$ cat src/rtl/sram_axi_bridge_if.sv
// AXI3 master-side bundle for the SRAM-style core bridge: AR, R, AW, W and B channels.
// Every channel uses valid/ready: a beat transfers on the rising edge where both are high.
interface sram_axi_bridge_if;
  logic [3:0]  arid;
  logic [31:0] araddr;
  logic [3:0]  arlen;
  logic [2:0]  arsize;
  logic [1:0]  arburst;
  logic [1:0]  arlock;
  logic [3:0]  arcache;
  logic [2:0]  arprot;
  logic        arvalid;
  logic        arready;

  logic [3:0]  rid;
  logic [31:0] rdata;
  logic [1:0]  rresp;
  logic        rlast;
  logic        rvalid;
  logic        rready;

  logic [3:0]  awid;
  logic [31:0] awaddr;
  logic [3:0]  awlen;
  logic [2:0]  awsize;
  logic [1:0]  awburst;
  logic [1:0]  awlock;
  logic [3:0]  awcache;
  logic [2:0]  awprot;
  logic        awvalid;
  logic        awready;

  logic [3:0]  wid;
  logic [31:0] wdata;
  logic [3:0]  wstrb;
  logic        wlast;
  logic        wvalid;
  logic        wready;

  logic [3:0]  bid;
  logic [1:0]  bresp;
  logic        bvalid;
  logic        bready;

  modport master (
    output arid, araddr, arlen, arsize, arburst, arlock, arcache, arprot, arvalid,
    input  arready,
    input  rid, rdata, rresp, rlast, rvalid,
    output rready,
    output awid, awaddr, awlen, awsize, awburst, awlock, awcache, awprot, awvalid,
    input  awready,
    output wid, wdata, wstrb, wlast, wvalid,
    input  wready,
    input  bid, bresp, bvalid,
    output bready
  );

  modport slave (
    input  arid, araddr, arlen, arsize, arburst, arlock, arcache, arprot, arvalid,
    output arready,
    output rid, rdata, rresp, rlast, rvalid,
    input  rready,
    input  awid, awaddr, awlen, awsize, awburst, awlock, awcache, awprot, awvalid,
    output awready,
    input  wid, wdata, wstrb, wlast, wvalid,
    output wready,
    output bid, bresp, bvalid,
    input  bready
  );
endinterface

$ cat src/rtl/sram_axi_bridge.sv
// Single-outstanding bridge from a simple core request/response port to an AXI3 master.
// One single-beat INCR transaction per request; completion is a one-cycle resp_valid pulse.
module sram_axi_bridge #(
  parameter logic [3:0] ID = 4'd0
) (
  input  logic                clk,
  input  logic                rst,
  input  logic                req_valid,
  input  logic                req_write,
  input  logic [1:0]          req_size,
  input  logic [31:0]         req_addr,
  input  logic [31:0]         req_wdata,
  input  logic [3:0]          req_strb,
  output logic                req_ready,
  output logic                resp_valid,
  output logic [31:0]         resp_rdata,
  output logic                resp_err,
  sram_axi_bridge_if.master   axi,
  output logic [2:0]          dbg_state
);

  localparam logic [2:0] IDLE  = 3'd0;
  localparam logic [2:0] RADDR = 3'd1;
  localparam logic [2:0] RDATA = 3'd2;
  localparam logic [2:0] WADDR = 3'd3;
  localparam logic [2:0] WRESP = 3'd4;

  logic [2:0]  state;
  logic [31:0] addr_q;
  logic [1:0]  size_q;
  logic [31:0] wdata_q;
  logic [3:0]  strb_q;
  logic        aw_done;
  logic        w_done;
  logic        aw_done_n;
  logic        w_done_n;
  logic        unused_inputs;

  assign unused_inputs = ^{axi.rid, axi.rlast, axi.bid};

  assign req_ready   = (state == IDLE);
  assign dbg_state   = state;

  // Valids/readies are decoded from state and done flags so a reset clears them at once.
  assign axi.arvalid = (state == RADDR);
  assign axi.rready  = (state == RDATA);
  assign axi.awvalid = (state == WADDR) && !aw_done;
  assign axi.wvalid  = (state == WADDR) && !w_done;
  assign axi.bready  = (state == WRESP);

  assign aw_done_n   = aw_done || (axi.awvalid && axi.awready);
  assign w_done_n    = w_done  || (axi.wvalid  && axi.wready);

  assign axi.arid    = ID;
  assign axi.araddr  = addr_q;
  assign axi.arlen   = 4'd0;
  assign axi.arsize  = {1'b0, size_q};
  assign axi.arburst = 2'b01;
  assign axi.arlock  = 2'b00;
  assign axi.arcache = 4'd0;
  assign axi.arprot  = 3'd0;

  assign axi.awid    = ID;
  assign axi.awaddr  = addr_q;
  assign axi.awlen   = 4'd0;
  assign axi.awsize  = {1'b0, size_q};
  assign axi.awburst = 2'b01;
  assign axi.awlock  = 2'b00;
  assign axi.awcache = 4'd0;
  assign axi.awprot  = 3'd0;

  assign axi.wid     = ID;
  assign axi.wdata   = wdata_q;
  assign axi.wstrb   = strb_q;
  assign axi.wlast   = 1'b1;

  always_ff @(posedge clk or posedge rst) begin
    if (rst) begin
      state      <= IDLE;
      addr_q     <= 32'h0;
      size_q     <= 2'b00;
      wdata_q    <= 32'h0;
      strb_q     <= 4'h0;
      aw_done    <= 1'b0;
      w_done     <= 1'b0;
      resp_valid <= 1'b0;
      resp_err   <= 1'b0;
      resp_rdata <= 32'h0;
    end else begin
      resp_valid <= 1'b0;
      case (state)
        IDLE: begin
          if (req_valid) begin
            addr_q  <= req_addr;
            // An 8-byte request cannot exist on a 32-bit bus; issue it as a word.
            size_q  <= (req_size == 2'd3) ? 2'd2 : req_size;
            wdata_q <= req_wdata;
            strb_q  <= req_strb;
            aw_done <= 1'b0;
            w_done  <= 1'b0;
            state   <= req_write ? WADDR : RADDR;
          end
        end
        RADDR: begin
          if (axi.arready) state <= RDATA;
        end
        RDATA: begin
          if (axi.rvalid) begin
            resp_rdata <= axi.rdata;
            resp_err   <= (axi.rresp != 2'b00);
            resp_valid <= 1'b1;
            state      <= IDLE;
          end
        end
        WADDR: begin
          aw_done <= aw_done_n;
          w_done  <= w_done_n;
          if (aw_done_n && w_done_n) state <= WRESP;
        end
        WRESP: begin
          if (axi.bvalid) begin
            resp_err   <= (axi.bresp != 2'b00);
            resp_valid <= 1'b1;
            state      <= IDLE;
          end
        end
        default: state <= IDLE;
      endcase
    end
  end

endmodule

$ cat src/flat_wrapper.sv
// flat-port wrapper written by rule: the top's interface ports become plain ports
module sram_axi_bridge_flat 
#(
  parameter logic [3:0] ID = 4'd0
)
  (clk, rst, req_valid, req_write, req_size, req_addr, req_wdata, req_strb, req_ready, resp_valid, resp_rdata, resp_err, dbg_state, axi_arid, axi_araddr, axi_arlen, axi_arsize, axi_arburst, axi_arlock, axi_arcache, axi_arprot, axi_arvalid, axi_arready, axi_rid, axi_rdata, axi_rresp, axi_rlast, axi_rvalid, axi_rready, axi_awid, axi_awaddr, axi_awlen, axi_awsize, axi_awburst, axi_awlock, axi_awcache, axi_awprot, axi_awvalid, axi_awready, axi_wid, axi_wdata, axi_wstrb, axi_wlast, axi_wvalid, axi_wready, axi_bid, axi_bresp, axi_bvalid, axi_bready);
  sram_axi_bridge_if axi_i ();
  input  logic clk;
  input  logic rst;
  input  logic req_valid;
  input  logic req_write;
  input  logic [1:0] req_size;
  input  logic [31:0] req_addr;
  input  logic [31:0] req_wdata;
  input  logic [3:0] req_strb;
  output logic req_ready;
  output logic resp_valid;
  output logic [31:0] resp_rdata;
  output logic resp_err;
  output logic [2:0] dbg_state;
  output wire logic [$bits(axi_i.arid)-1:0] axi_arid;
  output wire logic [$bits(axi_i.araddr)-1:0] axi_araddr;
  output wire logic [$bits(axi_i.arlen)-1:0] axi_arlen;
  output wire logic [$bits(axi_i.arsize)-1:0] axi_arsize;
  output wire logic [$bits(axi_i.arburst)-1:0] axi_arburst;
  output wire logic [$bits(axi_i.arlock)-1:0] axi_arlock;
  output wire logic [$bits(axi_i.arcache)-1:0] axi_arcache;
  output wire logic [$bits(axi_i.arprot)-1:0] axi_arprot;
  output wire logic [$bits(axi_i.arvalid)-1:0] axi_arvalid;
  input wire logic [$bits(axi_i.arready)-1:0] axi_arready;
  input wire logic [$bits(axi_i.rid)-1:0] axi_rid;
  input wire logic [$bits(axi_i.rdata)-1:0] axi_rdata;
  input wire logic [$bits(axi_i.rresp)-1:0] axi_rresp;
  input wire logic [$bits(axi_i.rlast)-1:0] axi_rlast;
  input wire logic [$bits(axi_i.rvalid)-1:0] axi_rvalid;
  output wire logic [$bits(axi_i.rready)-1:0] axi_rready;
  output wire logic [$bits(axi_i.awid)-1:0] axi_awid;
  output wire logic [$bits(axi_i.awaddr)-1:0] axi_awaddr;
  output wire logic [$bits(axi_i.awlen)-1:0] axi_awlen;
  output wire logic [$bits(axi_i.awsize)-1:0] axi_awsize;
  output wire logic [$bits(axi_i.awburst)-1:0] axi_awburst;
  output wire logic [$bits(axi_i.awlock)-1:0] axi_awlock;
  output wire logic [$bits(axi_i.awcache)-1:0] axi_awcache;
  output wire logic [$bits(axi_i.awprot)-1:0] axi_awprot;
  output wire logic [$bits(axi_i.awvalid)-1:0] axi_awvalid;
  input wire logic [$bits(axi_i.awready)-1:0] axi_awready;
  output wire logic [$bits(axi_i.wid)-1:0] axi_wid;
  output wire logic [$bits(axi_i.wdata)-1:0] axi_wdata;
  output wire logic [$bits(axi_i.wstrb)-1:0] axi_wstrb;
  output wire logic [$bits(axi_i.wlast)-1:0] axi_wlast;
  output wire logic [$bits(axi_i.wvalid)-1:0] axi_wvalid;
  input wire logic [$bits(axi_i.wready)-1:0] axi_wready;
  input wire logic [$bits(axi_i.bid)-1:0] axi_bid;
  input wire logic [$bits(axi_i.bresp)-1:0] axi_bresp;
  input wire logic [$bits(axi_i.bvalid)-1:0] axi_bvalid;
  output wire logic [$bits(axi_i.bready)-1:0] axi_bready;
  assign axi_arid = axi_i.arid;
  assign axi_araddr = axi_i.araddr;
  assign axi_arlen = axi_i.arlen;
  assign axi_arsize = axi_i.arsize;
  assign axi_arburst = axi_i.arburst;
  assign axi_arlock = axi_i.arlock;
  assign axi_arcache = axi_i.arcache;
  assign axi_arprot = axi_i.arprot;
  assign axi_arvalid = axi_i.arvalid;
  assign axi_i.arready = axi_arready;
  assign axi_i.rid = axi_rid;
  assign axi_i.rdata = axi_rdata;
  assign axi_i.rresp = axi_rresp;
  assign axi_i.rlast = axi_rlast;
  assign axi_i.rvalid = axi_rvalid;
  assign axi_rready = axi_i.rready;
  assign axi_awid = axi_i.awid;
  assign axi_awaddr = axi_i.awaddr;
  assign axi_awlen = axi_i.awlen;
  assign axi_awsize = axi_i.awsize;
  assign axi_awburst = axi_i.awburst;
  assign axi_awlock = axi_i.awlock;
  assign axi_awcache = axi_i.awcache;
  assign axi_awprot = axi_i.awprot;
  assign axi_awvalid = axi_i.awvalid;
  assign axi_i.awready = axi_awready;
  assign axi_wid = axi_i.wid;
  assign axi_wdata = axi_i.wdata;
  assign axi_wstrb = axi_i.wstrb;
  assign axi_wlast = axi_i.wlast;
  assign axi_wvalid = axi_i.wvalid;
  assign axi_i.wready = axi_wready;
  assign axi_i.bid = axi_bid;
  assign axi_i.bresp = axi_bresp;
  assign axi_i.bvalid = axi_bvalid;
  assign axi_bready = axi_i.bready;
  sram_axi_bridge #(.ID(ID)) u_core (.clk(clk), .rst(rst), .req_valid(req_valid), .req_write(req_write), .req_size(req_size), .req_addr(req_addr), .req_wdata(req_wdata), .req_strb(req_strb), .req_ready(req_ready), .resp_valid(resp_valid), .resp_rdata(resp_rdata), .resp_err(resp_err), .axi(axi_i), .dbg_state(dbg_state));
endmodule
$ cat config.mk
export PLATFORM = sky130hd
export DESIGN_NAME = sram_axi_bridge_flat
export DESIGN_NICKNAME = d
export VERILOG_FILES = /design/src/rtl/sram_axi_bridge_if.sv /design/src/rtl/sram_axi_bridge.sv /design/src/flat_wrapper.sv
export SDC_FILE = /design/constraint.sdc
export NUM_CORES = 1
export LEC_CHECK = 0
export ABC_AREA = 1
export CORE_AREA = 5 5 121 123
export DETAILED_ROUTE_END_ITERATION = 16
export DIE_AREA = 0 0 126 128
export PLACE_DENSITY_LB_ADDON = 0.3
export SETUP_SLACK_MARGIN = 0.02
export SYNTH_ARGS = -nofsm -noshare
export SYNTH_HDL_FRONTEND = slang
export SYNTH_SLANG_ARGS = --single-unit
export TNS_END_PERCENT = 50
$ cat constraint.sdc
create_clock -name clk -period 7.4 [get_ports clk]
set_input_delay 1.85 -clock clk [delete_from_list [all_inputs] [get_ports clk]]
set_output_delay 1.85 -clock clk [all_outputs]
set_load 0.03 [all_outputs]
==> results.txt <==
----------------------------------------------------
[Run status]
  Result of the run ... finished, final reports clean

[Die]
  Core ar. ... 13600 um2
  Effective utilization at floorplan ... 36.4%
  Number of cell rows ... 43
  Height of the die ... 128 um
  Ports placed on the boundary ... 316
  Die W ... 126 um
  Die ar. ... 16100 um2

[Global route]
  Antenna violations before repair ... 0
  Via count of the first global-routing pass ... 4238
  Overall overflow remaining after global route ... 0
  Wire length of the first global-routing pass ... 21900 um
  Maximum number of pins on one net before global-route repair ... 75
  GRT Resource Usage Total ... 16.9%

[Synth]
  Share of the synthesized area in the top cell type ... 55.3%
  Area leader, netlist ... sky130_fd_sc_hd__dfrtp_1
  Number of synthesis warnings ... 0
  Main area contributors after synthesis ... sky130_fd_sc_hd__dfrtp_1 55%, sky130_fd_sc_hd__nand2_1 21%, sky130_fd_sc_hd__buf_4 12%
  Post-synth cell types ... 23
  Avg Synthesized Cell Area ... 8.55 um2
  Post-synthesis instance area ... 4930 um2
  Synthesized flop and latch total ... 109
  Mapped Cells ... 577
  Sequential cell area fraction in the yosys report ... 55.3%

[Detailed routing]
  Total wire length after detailed routing ... 13900 um
  Number of nets with antenna violations after routing ... 0
  Detailed Route Iter0 Violations ... 272
  Number of detailed-route iterations in the first pass ... 4
  Post-route DRC ... 0
  Vias per cell ... 4.33
  Total vias in the final route ... 4226
  Routed len/inst ... 14.2 um

[Cells and area]
  Final cell count without fillers ... 976
  Fraction of layout cells with a size suffix above 1 ... 3.39%
  Post-layout nets ... 916
  Area added between synthesis and finish ... 52.0%
  Antenna fix cells ... 0

[Place]
  Worst slack at placement ... 3.57 ns
  HPWL after DPL ... 10400 um
  Number of buffers added on ports ... 261
  Global placement routability congestion ... 0.815
  Total placed cells including tap cells ... 961

[Critical path]
  Launch point of the worst reg-to-reg path ... u_core.dbg_state[1]
  Worst EP required ... 5.55 ns
  Arrival time of the worst setup path ... 2.35 ns
  R2R Setup Slk ... 5.19 ns
  Worst Setup Start Kind ... flop
  Slowest stage delay, CP ... 0.69 ns
  Category of the worst setup path capture point ... primary output
  Number of logic stages on the critical path including buffering ... 5
  Worst r2r path cells ... 9
  Worst Path Max Fanout ... 9
  CP dominant cell by count ... sky130_fd_sc_hd__inv_1
  Critical R2R Capture ... u_core.axi.araddr[10]
  Worst setup path class ... flop to primary output
  Cells along the critical path ... inv_1 -> nor3_1 -> inv_1 -> nor2_1 -> clkdlybuf4s50_1
  Number of buffers and inverters on the critical path ... 3
  Slowest cell on the critical path ... sky130_fd_sc_hd__clkdlybuf4s50_1
  CP top delay family ... buffers and inverters

[Power and ir drop]
  Worst supply voltage drop on vdd ... 0.383 mV
  P per Cell Area ... 488 nW/um2
  Lkg Pwr ... 3.69 nW
  Pwr Total ... 3.66 mW

[STA]
  Hold Worst Slack ... 0.470 ns
  Number of endpoints failing setup at the final stage ... 0
  Sum Neg Setup Slack ... 0 ns
  Worst slew margin relative to its limit ... 46.4%
  Part of the cycle the worst path needs ... 56.7%
  Setup repair after global routing missed its margin ... false
  Max-slew violation count ... 0
  Clock Skew ... 0.00542 ns
  Number of failing hold endpoints at the final stage ... 0
  Worst-margin pin slew ... 0.804 ns
  Crit path time final ... 4.20 ns
  PnR worst setup slack ... 3.20 ns
  Peak clock frequency supported by timing ... 238 MHz

[Clocking]
  Number of setup buffers added after CTS ... 0
  Clk root buf ... sky130_fd_sc_hd__clkbuf_16
  Max Buffers Root-to-Sink ... 2
  Total clock buffers created by CTS ... 9
  Clock slew at the register clock pins of the worst setup and hold paths ... 0.07 ns
  Number of cells upsized or downsized after cts ... 0
  Number of hold-repair buffers added at the cts stage ... 0
  Worst-Skew Late Latency ... 0.34 ns
  CTS tree ... built
  Number of H-tree branching levels ... 3
  Clock sink count ... 109

[Min path]
  Destination of the worst hold path ... u_core.resp_rdata[3]
  Start point of the worst min-delay path ... u_core.resp_rdata[3]
  Worst hold-check path type ... flop to flop
  Number of cells on the worst hold path ... 2

[Job]
  Max_cap viols ... 0

----------------------------------------------------
## per-layer routing
metal	track usage, %	up-vias	part of all wire (%)
met4	7.13	0	2.7
met3	4.83	24	6.7
met1	18.8	1988	38
met2	30.3	151	53
li1	-	2063	-
met5	0	-	0
## state kept, by name, summed over array words and instances, names as in the netlist
signal,count
u_core.dbg_state,3
u_core.aw_done,1
u_core.resp_valid,1
u_core.axi.wstrb,4
u_core.w_done,1
u_core.size_q,2
u_core.resp_err,1
u_core.resp_rdata,32
u_core.axi.wdata,32
u_core.axi.araddr,32
## report_power, final
part           internal, mW  leakage, nW  switching [mW]
clock                 0.235        0.129           0.195
combinational         0.838         2.20            1.33
sequential            0.874         1.36           0.191
total                  1.95         3.69            1.71
## tightest hold or removal path, cell delays in order (launching register included)
cell,delay [ns]
sky130_fd_sc_hd__dfrtp_1,0.34
sky130_fd_sc_hd__nand2_1,0.05
sky130_fd_sc_hd__nand2_1,0.05
## placed cells by master (no fill, tap or decap), types with 2 or more instances in the layout
master and count:
sky130_fd_sc_hd__nand2_2 2, sky130_fd_sc_hd__inv_2 3, sky130_fd_sc_hd__clkinv_2 2, sky130_fd_sc_hd__conb_1 45, sky130_fd_sc_hd__nor2_4 2, sky130_fd_sc_hd__clkbuf_1 3
sky130_fd_sc_hd__buf_4 5, sky130_fd_sc_hd__nor2_1 9, sky130_fd_sc_hd__o21a_1 2, sky130_fd_sc_hd__nand4_1 3, sky130_fd_sc_hd__clkdlybuf4s50_1 261, sky130_fd_sc_hd__inv_1 12
sky130_fd_sc_hd__dfrtp_1 109, sky130_fd_sc_hd__nand2_1 282, sky130_fd_sc_hd__nand3_1 37, sky130_fd_sc_hd__clkbuf_16 9
## Yosys cell counts, drive strengths merged
library cell	number
o21ai	3
nand2	284
or2	1
conb	2
nor2	11
a21oi	1
buf	101
nand4	3
nand3	37
clkbuf	4
nor3	2
nand3b	1
o21a	2
inv	16
dfrtp	109
## cells by family after synthesis
logic type	count (synthesis)	share of synthesized area, %
flops	109	55.3
other cells	2	0.152
compound gates	6	0.786
simple gates	339	27.7
buf+inv	121	16.1
## final cells by class
type	instances	area, um2
Fill cell	1254	6060
Sequential cell	109	2730
Timing Repair Buffer	266	2650
Multi-Input combinational cell	390	1570
Clock buffer	13	250
Tap cell	180	225
Inverter	16	62.6
Clock inverter	2	10.0
## how the worst max path moves through the flow
| stage | from | endpoint | slack (ns) |
|---|---|---|---|
| final | u_core.dbg_state[0] | axi_wvalid | 3.20 |
| after global routing | u_core.dbg_state[0] | axi_awvalid | 3.06 |
| after CTS | u_core.dbg_state[0] | axi_wvalid | 3.17 |
| after detailed placement | req_valid | u_core.size_q[1] | 3.57 |
| after global placement | req_valid | u_core.size_q[1] | 3.61 |
| after floorplan | rst | u_core.aw_done | 2.68 |
## stage by stage
stage | util (%) | instance area [um2]
2_1_floorplan | - | 5090
3_3_place_gp | 53.4 | 7240
3_5_place_dp | 53.4 | 7240
4_1_cts | 55.3 | 7500
5_1_grt | 55.3 | 7500
6_report | 55.3 | 7500
No activity file was read; power rests on OpenSTA's default activity.
